## src/rtl/pc_fetch_unit_if.sv

```systemverilog
`default_nettype none
// ============================================================================
//  Module      : pc_fetch_unit_if
//  Description : Instruction-memory request/acknowledge port used by the
//                PC/fetch stage. The master issues the request and address;
//                the slave (memory) returns the instruction word with ack.
//  Revision    : 1.0  initial release
// ============================================================================
interface pc_fetch_unit_if;
   logic        imem_req;
   logic [31:0] imem_addr;
   logic [31:0] imem_rdata;
   logic        imem_ack;

   modport master (
      output imem_req,
      output imem_addr,
      input  imem_rdata,
      input  imem_ack
   );

   modport slave (
      input  imem_req,
      input  imem_addr,
      output imem_rdata,
      output imem_ack
   );
endinterface
`default_nettype wire

```

## src/rtl/pc_fetch_unit.sv

```systemverilog
`default_nettype none
// ============================================================================
//  Module      : pc_fetch_unit
//  Description : Program counter and instruction-fetch stage for the
//                single-cycle MIPS core. Fetches one instruction per
//                req/ack transaction, presents it for one execute cycle,
//                then loads the next PC selected by pcsource. A fetch that
//                waits FETCH_TIMEOUT cycles without ack sets a sticky error.
//  Options     : PC_ALIGN_CHECK_EN - when defined, a misaligned next PC
//                (only reachable via jr) raises the sticky error instead of
//                being silently word-aligned.
//  Revision    : 1.0  initial release
// ============================================================================
module pc_fetch_unit #(
   parameter logic [31:0] RESET_PC      = 32'h0000_0000,
   parameter int          FETCH_TIMEOUT = 16
) (
   input  wire logic          clk,
   input  wire logic          rst,
   input  wire logic [1:0]    pcsource,
   input  wire logic [31:0]   ra_data,
   pc_fetch_unit_if.master    imem,
   output logic [31:0]        inst,
   output logic               inst_valid,
   output logic [31:0]        pc,
   output logic [31:0]        pc_plus4,
   output logic               fetch_err
);

   localparam int TCNT_W = (FETCH_TIMEOUT > 1) ? $clog2(FETCH_TIMEOUT) : 1;
   localparam logic [TCNT_W-1:0] c_TCNT_LAST = TCNT_W'(FETCH_TIMEOUT - 1);

   typedef enum logic [1:0] {
      S_IDLE  = 2'd0,
      S_FETCH = 2'd1,
      S_EXEC  = 2'd2,
      S_ERROR = 2'd3
   } state_t;

   state_t              r_state;
   state_t              w_state_nxt;
   logic [31:0]         r_pc;
   logic [31:0]         w_pc_nxt;
   logic [31:0]         r_inst;
   logic [31:0]         w_inst_nxt;
   logic [TCNT_W-1:0]   r_tcnt;
   logic [TCNT_W-1:0]   w_tcnt_nxt;
   logic                r_err;
   logic                w_err_nxt;

   logic [31:0]         w_pc_plus4;
   logic [31:0]         w_next_pc;
   logic [31:0]         w_br_off;

   assign w_pc_plus4 = r_pc + 32'd4;
   assign w_br_off   = {{14{r_inst[15]}}, r_inst[15:0], 2'b00};

   // Next-PC selection from the decoder's pcsource code; all sums wrap.
   always_comb begin
      w_next_pc = w_pc_plus4;
      case (pcsource)
         2'b00:   w_next_pc = w_pc_plus4;
         2'b01:   w_next_pc = w_pc_plus4 + w_br_off;
         2'b10:   w_next_pc = ra_data;
         default: w_next_pc = {w_pc_plus4[31:28], r_inst[25:0], 2'b00};
      endcase
   end

   // State and datapath registers; reset puts the stage back to IDLE.
   always_ff @(posedge clk) begin
      if (rst) begin
         r_state <= S_IDLE;
         r_pc    <= RESET_PC;
         r_inst  <= 32'h0;
         r_tcnt  <= '0;
         r_err   <= 1'b0;
      end else begin
         r_state <= w_state_nxt;
         r_pc    <= w_pc_nxt;
         r_inst  <= w_inst_nxt;
         r_tcnt  <= w_tcnt_nxt;
         r_err   <= w_err_nxt;
      end
   end

   // Fetch FSM next-state logic; ack beats the timeout in the same cycle.
   always_comb begin
      w_state_nxt = r_state;
      w_pc_nxt    = r_pc;
      w_inst_nxt  = r_inst;
      w_tcnt_nxt  = r_tcnt;
      w_err_nxt   = r_err;
      case (r_state)
         S_IDLE: begin
            w_state_nxt = S_FETCH;
            w_tcnt_nxt  = '0;
         end
         S_FETCH: begin
            if (imem.imem_ack) begin
               w_inst_nxt  = imem.imem_rdata;
               w_state_nxt = S_EXEC;
            end else if (r_tcnt == c_TCNT_LAST) begin
               w_state_nxt = S_ERROR;
               w_err_nxt   = 1'b1;
            end else begin
               w_tcnt_nxt  = r_tcnt + 1'b1;
            end
         end
         S_EXEC: begin
            w_tcnt_nxt = '0;
`ifdef PC_ALIGN_CHECK_EN
            // Faulting target: keep pc at the offending instruction.
            if (w_next_pc[1:0] != 2'b00) begin
               w_state_nxt = S_ERROR;
               w_err_nxt   = 1'b1;
            end else begin
               w_pc_nxt    = w_next_pc;
               w_state_nxt = S_FETCH;
            end
`else
            w_pc_nxt    = w_next_pc & ~32'h3;
            w_state_nxt = S_FETCH;
`endif
         end
         default: begin
            w_state_nxt = S_ERROR;
         end
      endcase
   end

   assign imem.imem_req  = (r_state == S_FETCH);
   assign imem.imem_addr = r_pc;
   assign inst           = r_inst;
   assign inst_valid     = (r_state == S_EXEC);
   assign pc             = r_pc;
   assign pc_plus4       = w_pc_plus4;
   assign fetch_err      = r_err;

endmodule
`default_nettype wire

```

## src/flat_wrapper.sv

```systemverilog
// flat-port wrapper written by rule: the top's interface ports become plain ports
module pc_fetch_unit_flat 
#(
   parameter logic [31:0] RESET_PC      = 32'h0000_0000,
   parameter int          FETCH_TIMEOUT = 16
)
  (clk, rst, pcsource, ra_data, inst, inst_valid, pc, pc_plus4, fetch_err, imem_imem_req, imem_imem_addr, imem_imem_rdata, imem_imem_ack);
  pc_fetch_unit_if imem_i ();
  input  wire logic clk;
  input  wire logic rst;
  input  wire logic [1:0] pcsource;
  input  wire logic [31:0] ra_data;
  output logic [31:0] inst;
  output logic inst_valid;
  output logic [31:0] pc;
  output logic [31:0] pc_plus4;
  output logic fetch_err;
  output wire logic [$bits(imem_i.imem_req)-1:0] imem_imem_req;
  output wire logic [$bits(imem_i.imem_addr)-1:0] imem_imem_addr;
  input wire logic [$bits(imem_i.imem_rdata)-1:0] imem_imem_rdata;
  input wire logic [$bits(imem_i.imem_ack)-1:0] imem_imem_ack;
  assign imem_imem_req = imem_i.imem_req;
  assign imem_imem_addr = imem_i.imem_addr;
  assign imem_i.imem_rdata = imem_imem_rdata;
  assign imem_i.imem_ack = imem_imem_ack;
  pc_fetch_unit #(.RESET_PC(RESET_PC), .FETCH_TIMEOUT(FETCH_TIMEOUT)) u_core (.clk(clk), .rst(rst), .pcsource(pcsource), .ra_data(ra_data), .imem(imem_i), .inst(inst), .inst_valid(inst_valid), .pc(pc), .pc_plus4(pc_plus4), .fetch_err(fetch_err));
endmodule
```

## config.mk

```make
export PLATFORM = sky130hd
export DESIGN_NAME = pc_fetch_unit_flat
export DESIGN_NICKNAME = d
export VERILOG_FILES = /design/src/rtl/pc_fetch_unit_if.sv /design/src/rtl/pc_fetch_unit.sv /design/src/flat_wrapper.sv
export SDC_FILE = /design/constraint.sdc
export NUM_CORES = 1
export LEC_CHECK = 0
export CAP_MARGIN = 15
export CORE_MARGIN = 2
export CORE_UTILIZATION = 50
export DETAILED_ROUTE_END_ITERATION = 7
export GPL_ROUTABILITY_DRIVEN = 0
export PLACE_DENSITY = 0.88
export SYNTH_ARGS = -nofsm -noshare
export SYNTH_HDL_FRONTEND = slang
export SYNTH_SLANG_ARGS = --single-unit
```

## constraint.sdc

```tcl
create_clock -name clk -period 6.11 [get_ports clk]
set_input_delay 0.611 -clock clk [delete_from_list [all_inputs] [get_ports clk]]
set_output_delay 0.611 -clock clk [all_outputs]
set_load 0.05 [all_outputs]
```

==> tab_implementation.tex, run 1 <==
\begin{tabular}{lr}
\hline
Metric & Value \\
\hline
\multicolumn{2}{l}{\textbf{Run status}} \\
\quad Run status & complete, no violations \\
\multicolumn{2}{l}{\textbf{STA}} \\
\quad Total count of hold-check failures in the final report & 0 \\
\quad F\_max & 238 MHz \\
\quad Clock period minus final worst setup slack & 4.20 ns \\
\quad Setup violators final & 0 \\
\quad Fraction of the cycle the final worst path needs & 68.7\% \\
\quad Smallest hold slack & 0.455 ns \\
\quad Worst max-slew margin expressed relative to the limit & 29.9\% \\
\quad Final max-slew violation count & 0 \\
\quad Setup repair after global routing missed its margin & no \\
\quad Slew at the pin closest to its max-slew limit & 1.05 ns \\
\quad Accumulated negative setup slack & 0 ns \\
\quad Setup skew after layout & 0.0129 ns \\
\multicolumn{2}{l}{\textbf{Clock tree}} \\
\quad Hold-fix buffers, CTS & 0 \\
\quad Clock slew at reported path FFs & 0.08 ns \\
\quad Clock latency on the worst-skew pair & 0.36 ns \\
\quad Num Clock Sinks & 69 \\
\quad Root buffer selected by CTS & clkbuf\_8 \\
\quad Number of instances resized during post-cts repair & 0 \\
\quad Number of buffers created by CTS & 9 \\
\quad Maximum count of clock buffers along a single path & 2 \\
\quad H-tree depth & 3 \\
\quad Clock tree from TritonCTS & done \\
\quad Count of buffers added by post-CTS timing repair for setup & 0 \\
\multicolumn{2}{l}{\textbf{Setup path}} \\
\quad Kind of cell adding the most delay to the critical path & compound AO/OA/AOI/OAI gates \\
\quad Type of element capturing the critical path & flip-flop \\
\quad Data arrival time of the critical path & 4.48 ns \\
\quad Total stage count of the critical path & 14 \\
\quad Data required, critical path & 6.39 ns \\
\quad Reg2Reg Depth & 14 \\
\quad Cell-by-cell trace of the critical path & ha\_1, nand4\_1, nor3\_1, and3\_1, xor2\_1, ha\_1, a21o\_1, a21o\_1, a211oi\_1, a21boi\_0, o21ai\_0, and3\_1, o21ai\_0, a31oi\_1 \\
\quad CP Launch Type & flip-flop \\
\quad Master of the slowest instance on the critical path & dfxtp\_1 \\
\quad Buffer and inverter count on the worst path & 0 \\
\quad Critical path peak fanout & 8 \\
\quad Worst stage delay on the critical path & 0.50 ns \\
\quad Critical Setup Path Class & flip-flop to flip-flop \\
\multicolumn{2}{l}{\textbf{Yosys}} \\
\quad Number of enable flip-flop cells after synthesis & 0 \\
\quad Fraction of synthesis flops using an asynchronous set or reset pin & 0\% \\
\quad Cell count after synthesis & 712 \\
\quad Most instantiated flip-flop cell in the synthesis netlist & dfxtp\_1 \\
\quad Seq cells post-synth & 69 \\
\quad Share of the yosys chip area belonging to registers & 25.1\% \\
\quad Total of warnings raised by yosys & 0 \\
\quad Netlist area before placement & 5510 um2 \\
\quad Synthesized area per cell & 7.74 um2 \\
\quad Synth cell types & 66 \\
\multicolumn{2}{l}{\textbf{Routing}} \\
\quad DRC violation count after routing & 0 \\
\quad Antenna viol nets, final & 0 \\
\quad Drt first pass iters & 5 \\
\quad WL per Instance & 17.3 um \\
\quad Routed Wire Length & 17400 um \\
\quad Via count of the routed design & 5938 \\
\quad Ratio of routed vias to standard cells & 5.90 \\
\quad Violation count after the first detailed-routing iteration & 662 \\
\multicolumn{2}{l}{\textbf{Die}} \\
\quad Core region area & 10800 um2 \\
\quad Die span in x & 109 um \\
\quad Area enclosed by the die boundary & 11900 um2 \\
\quad Vertical extent of the die & 109 um \\
\quad Number of placed I/O pins & 200 \\
\quad Number of placement rows & 38 \\
\quad Effective utilization at floorplan & 51.0\% \\
\multicolumn{2}{l}{\textbf{Cells and area}} \\
\quad Design area & 7470 um2 \\
\quad Number of fill cells & 867 \\
\quad Antenna fix cells & 0 \\
\quad Count of nets after finishing & 968 \\
\quad Ratio of cells with drive above 1 in the final layout & 6.47\% \\
\quad Finished Core Util & 69.2\% \\
\quad Area growth, synth to finish & 35.7\% \\
\multicolumn{2}{l}{\textbf{GRT}} \\
\quad Leftover overflow at the end of global routing & 0 \\
\quad Total track usage & 29.5\% \\
\quad Wire length of the first global-routing pass & 27500 um \\
\quad Largest net degree at the start of global routing & 52 \\
\quad Number of global-route vias before repair & 5423 \\
\quad Initial antenna violation count & 0 \\
\multicolumn{2}{l}{\textbf{Min path}} \\
\quad Worst hold path stage count & 2 \\
\quad Hold Crit Class & flip-flop to flip-flop \\
\multicolumn{2}{l}{\textbf{Placed design}} \\
\quad Instance area after placement & 7280 um2 \\
\quad Count of input and output buffers & 191 \\
\quad Post-DP HPWL & 12700 um \\
\multicolumn{2}{l}{\textbf{Pwr}} \\
\quad Maximum vdd drop & 104 uV \\
\quad Leakage dissipation & 0.00294 uW \\
\quad Total power divided by cell area & 162 nW/um2 \\
\multicolumn{2}{l}{\textbf{Job}} \\
\quad Max-capacitance violation count & 0 \\
\hline
\end{tabular}
## final cells by class
type | count | area (um2) | share of cell area (%)
Inverter | 16 | 60.1 | 0.804
Multi-Input combinational cell | 567 | 3710 | 49.6
Clock buffer | 9 | 124 | 1.66
Sequential cell | 69 | 1380 | 18.5
Clock inverter | 7 | 58.8 | 0.787
Tap cell | 140 | 175 | 2.34
Timing Repair Buffer | 198 | 1970 | 26.3
## report_power, final
part	internal [uW]	switching, uW
registers	467	25.8
clock network	154	201
logic	142	225
total	762	451
## sequential cells by signal, summed over array words and instances (netlist names)
signal / count
u_core.fetch_err: 1
u_core.imem.imem_addr: 30
u_core.inst: 32
u_core.r_state: 2
u_core.r_tcnt: 4
## path summary, 6_finish.rpt
kind	to	start	slack [ns]
worst max-delay path	u_core.imem.imem_addr[29]	u_core.imem.imem_addr[2]	1.91
worst min-delay path	u_core.inst[27]	u_core.inst[27]	0.46
worst max register to register	u_core.imem.imem_addr[29]	u_core.imem.imem_addr[2]	1.91
worst min register to register	u_core.inst[27]	u_core.inst[27]	0.46
## cells in the mapped netlist (all sizes together), types with 3 or more instances
cell,count,area [um2]
o21bai,3,22.5
a21o,9,67.6
and3,13,81.3
o221a,3,33.8
nor3,21,110
or3,3,18.8
xor2,16,140
a21oi,69,349
nor2,64,240
inv,15,56.3
nand2,119,447
mux4,10,225
a31oi,8,50.1
o21ai,37,189
dfxtp,69,1380
o221ai,14,123
buf,43,297
ha,37,463
a2111oi,3,57.6
nand3,19,95.1
nor2b,8,57.6
and2,4,25.0
mux2,7,78.8
a211oi,9,67.6
nand4,10,62.6
clkbuf,22,82.6
o21a,4,30.0
xnor2,30,270
mux2i,6,60.1
nand2b,5,33.8
## per-layer routing
layer  global-route usage, %  vias up  wire (um)
met5                       0        -          0
met4                    12.1        0        565
met3                    6.04       48       1880
met2                    46.1      329       7830
met1                    39.7     2743       7170
li1                        -     2818          -
## stage by stage
stage	power, uW	setup slack [ns]	cells
6_report	1210	1.91	1006
3_5_place_dp	862	2.05	989
2_1_floorplan	738	1.61	717
4_1_cts	1210	1.99	1005
3_3_place_gp	857	2.18	989
5_1_grt	1270	1.63	1006
## layout by cell type (no fill, tap or decap), drive strengths merged, types with 13 or more instances in the layout
cell           instances
nor3                  21
inv                   18
xnor2                 30
nor2                  64
dfxtp                 69
o221ai                14
nand3                 19
ha                    37
xor2                  16
a21oi                 69
and3                  13
o21ai                 37
nand2                119
clkdlybuf4s50        190
## logic make-up after synthesis
group,count (synthesis),synth area share (%)
buf+inv,81,7.97
simple gates,277,23.1
other cells,1,0.0681
compound gates,177,21.0
xor+xnor,46,7.45
flops,69,25.1
mux,23,6.61
fa+ha+maj,38,8.77
## worst register-to-register path, stage by stage, from the launching register on
cell and delay, ns:
dfxtp_1 0.50, ha_1 0.31, nand4_1 0.24, nor3_1 0.49, and3_1 0.26, xor2_1 0.32
ha_1 0.35, a21o_1 0.22, a21o_1 0.18, a211oi_1 0.28, a21boi_0 0.23, o21ai_0 0.25
and3_1 0.18, o21ai_0 0.10, a31oi_1 0.21
No activity file was read; power rests on OpenSTA's default activity.
==> run 2: changes to the inputs <==
CORE_UTILIZATION = 42   (was 50)
PLACE_DENSITY = 0.79   (was 0.88)
clock period = 3.4 ns   (was 6.11 ns; I/O delays follow)
==> run 2 against run 1 <==
Against the previous run:
- sequential share of layout area down 1.8 points
- wire length rose by 17%
- flip-flop and latch count unchanged
- cell area grew 16%
- register-to-register slack worse by 1.8 ns
- largest power group is now the clock network
==> tab_implementation.tex, run 2 (synthesis gave the netlist of run 1 again) <==
\begin{tabular}{lr}
\hline
Metric & Value \\
\hline
\multicolumn{2}{l}{\textbf{Run status}} \\
\quad Run status & complete, no violations \\
\multicolumn{2}{l}{\textbf{STA}} \\
\quad Clock period minus final worst setup slack & 3.26 ns \\
\quad Setup violators final & 0 \\
\quad Smallest hold slack & 0.453 ns \\
\quad Fraction of the cycle the final worst path needs & 96.0\% \\
\quad Setup skew after layout & 0.00756 ns \\
\quad Worst max-slew margin expressed relative to the limit & 49.7\% \\
\quad F\_max & 307 MHz \\
\quad Accumulated negative setup slack & 0 ns \\
\quad Total count of hold-check failures in the final report & 0 \\
\quad Slew at the pin closest to its max-slew limit & 0.752 ns \\
\quad Final max-slew violation count & 0 \\
\multicolumn{2}{l}{\textbf{Setup path}} \\
\quad Reg2Reg Depth & 17 \\
\quad Launch point of the worst reg-to-reg path & u\_core.imem.imem\_addr[8] \\
\quad CP Launch Type & flip-flop \\
\quad Master of the slowest instance on the critical path & dfxtp\_4 \\
\quad Cell type with the highest occurrence count on the critical path & nand2\_1 \\
\quad Worst stage delay on the critical path & 0.41 ns \\
\quad Critical path peak fanout & 8 \\
\quad Data required, critical path & 3.69 ns \\
\quad Type of element capturing the critical path & flip-flop \\
\quad Data arrival time of the critical path & 3.56 ns \\
\quad Critical R2R Capture & u\_core.imem.imem\_addr[25] \\
\quad Cell-by-cell trace of the critical path & nand4\_1, nor4\_4, buf\_6, nand2b\_4, nor2\_2, xnor2\_1, inv\_2, ha\_4, nand2\_1, nor3\_2, buf\_4, nand2\_1, and3\_1, nand2\_1, a31oi\_1, or3b\_1, nand3\_1 \\
\quad Critical Setup Path Class & flip-flop to flip-flop \\
\quad Setup slack, reg-to-reg & 0.14 ns \\
\multicolumn{2}{l}{\textbf{Pwr}} \\
\quad Maximum vdd drop & 288 uV \\
\quad Cell-internal power & 1770 uW \\
\quad Net switching power figure & 880 uW \\
\quad Leakage dissipation & 0.00340 uW \\
\quad Switching fraction of total power & 33.2\% \\
\quad Portion of total power attributed to the clock network & 39.6\% \\
\quad Proportion of power drawn by flip-flops and latches & 33.1\% \\
\quad Share of power burned in combinational logic & 27.3\% \\
\quad Total power divided by cell area & 305 nW/um2 \\
\multicolumn{2}{l}{\textbf{Placed design}} \\
\quad Post-DP HPWL & 15300 um \\
\quad Count of input and output buffers & 191 \\
\multicolumn{2}{l}{\textbf{Cells and area}} \\
\quad Most common library cell in the layout ignoring fill and taps & clkdlybuf4s50\_1 \\
\quad Ratio of cells with drive above 1 in the final layout & 21.2\% \\
\quad Area used by multi-input combinational logic & 4320 um2 \\
\quad Flip-flop count of the largest register, all copies and words added & 32 \\
\quad Footprint of the flip-flops and latches & 1450 um2 \\
\quad Antenna fix cells & 0 \\
\quad Number of fill cells & 1048 \\
\quad Area growth, synth to finish & 57.8\% \\
\quad Commonest non-fill, non-tap cells in the layout & clkdlybuf4s50\_1 (189), nand2\_1 (117), a21oi\_1 (63), nor2\_1 (59), buf\_4 (48) \\
\quad Count of nets after finishing & 1012 \\
\multicolumn{2}{l}{\textbf{Clock tree}} \\
\quad Number of buffers created by CTS & 9 \\
\quad Clock tree from TritonCTS & done \\
\quad H-tree depth & 3 \\
\quad Clock latency on the worst-skew pair & 0.35 ns \\
\quad Clock slew at reported path FFs & 0.06 ns \\
\quad Maximum count of clock buffers along a single path & 2 \\
\quad Root buffer selected by CTS & clkbuf\_16 \\
\quad Num Clock Sinks & 69 \\
\quad Count of buffers added by post-CTS timing repair for setup & 0 \\
\multicolumn{2}{l}{\textbf{GRT}} \\
\quad Largest net degree at the start of global routing & 51 \\
\quad Number of global-route vias before repair & 6208 \\
\quad Wire length of the first global-routing pass & 31800 um \\
\quad Leftover overflow at the end of global routing & 0 \\
\quad Initial antenna violation count & 0 \\
\quad Total track usage & 28.1\% \\
\multicolumn{2}{l}{\textbf{Routing}} \\
\quad Routed Wire Length & 20300 um \\
\quad Antenna viol nets, final & 0 \\
\quad WL per Instance & 18.8 um \\
\quad DRC violation count after routing & 0 \\
\quad Metal-1 WL & 8220 um \\
\quad Routed wl met3 & 1750 um \\
\quad Drt first pass iters & 5 \\
\quad Violation count after the first detailed-routing iteration & 470 \\
\quad Via count of the routed design & 6269 \\
\quad Top sig layer & met4 \\
\quad Ratio of routed vias to standard cells & 5.79 \\
\quad Met2 Wirelength & 9720 um \\
\multicolumn{2}{l}{\textbf{Min path}} \\
\quad End point of the worst hold path & u\_core.inst[26] \\
\quad Worst hold path stage count & 2 \\
\quad HP Start & u\_core.inst[26] \\
\quad Hold Crit Class & flip-flop to flip-flop \\
\multicolumn{2}{l}{\textbf{Die}} \\
\quad Die span in x & 119 um \\
\quad Number of placed I/O pins & 200 \\
\quad Area enclosed by the die boundary & 14000 um2 \\
\quad Number of placement rows & 41 \\
\quad Vertical extent of the die & 119 um \\
\quad Effective utilization at floorplan & 43.3\% \\
\quad Core region area & 12700 um2 \\
\multicolumn{2}{l}{\textbf{Job}} \\
\quad Max-capacitance violation count & 0 \\
\hline
\end{tabular}
[run 2: cell types whose count changed in the layout (fill, tap and decap cells not counted), moves of 10 or more]
cell,before,now
xor2_1,16,6
dfxtp_1,69,46
buf_4,6,48
clkbuf_16,0,12
xnor2_1,29,16
dfxtp_4,0,15
ha_1,37,27
[run 2: power by group through the flow]
stage / Sequential, uW / Combinational, uW / Clock (uW)
2_1_floorplan: 991 / 352 / 0
3_3_place_gp: 891 / 692 / 0
3_5_place_dp: 893 / 707 / 0
4_1_cts: 875 / 711 / 1060
5_1_grt: 881 / 759 / 1100
6_report: 877 / 723 / 1050
[run 2: metal layers]
| layer | up-vias | GRT usage [%] |
|---|---|---|
| met5 | - | 0 |
| met4 | 0 | 10.9 |
| met3 | 55 | 6.66 |
| met2 | 317 | 45.8 |
| met1 | 3005 | 35.7 |
| li1 | 2892 | - |
[run 2: final cells by class]
type / instances / area share (%)
clock inverters: 3 / 0.202
flip-flops and latches: 69 / 16.7
clock buffers: 13 / 3.61
inverters: 16 / 0.691
well taps: 172 / 2.48
multi-input cells: 567 / 49.7
repair buffers: 242 / 26.6
[run 2: per-stage QoR]
| stage | total power [uW] | std cells | worst slack [ns] | utilization [%] | cell area (um2) |
|---|---|---|---|---|---|
| global route | 2740 | 1082 | -0.0306 | 68.3 | 8690 |
| global placement | 1580 | 1065 | 0.132 | 64.4 | 8190 |
| floorplan | 1340 | 717 | -0.110 | - | 6060 |
| detailed placement | 1600 | 1065 | 0.0381 | 64.4 | 8190 |
| CTS | 2640 | 1081 | 0.00779 | 67.0 | 8530 |
| finish | 2650 | 1082 | 0.137 | 68.3 | 8690 |
[run 2: worst max-delay path by stage]
stage                                    from                         to  slack [ns]  cells past startpoint
floorplan            u_core.imem.imem_addr[4]  u_core.imem.imem_addr[28]       -0.11                     14
global placement     u_core.imem.imem_addr[4]  u_core.imem.imem_addr[30]        0.13                     14
detailed placement   u_core.imem.imem_addr[8]  u_core.imem.imem_addr[29]        0.04                     16
CTS                  u_core.imem.imem_addr[8]  u_core.imem.imem_addr[29]       0.008                     16
global route        u_core.imem.imem_addr[15]  u_core.imem.imem_addr[29]       -0.03                     15
finish               u_core.imem.imem_addr[8]  u_core.imem.imem_addr[25]        0.14                     17
[run 2: timing repair]
item	CTS	global route
hold buffers	0	0
resized for setup	0	34
setup endpoints to repair	0	12
[run 2: worst max-delay path, delay by kind of cell, from the launching register on]
kind,cells,cell delay [ns]
xor+xnor,1,0.18
flops,1,0.41
simple gates,11,1.77
fa+ha+maj,1,0.31
compound gates,1,0.12
buf+inv,3,0.41
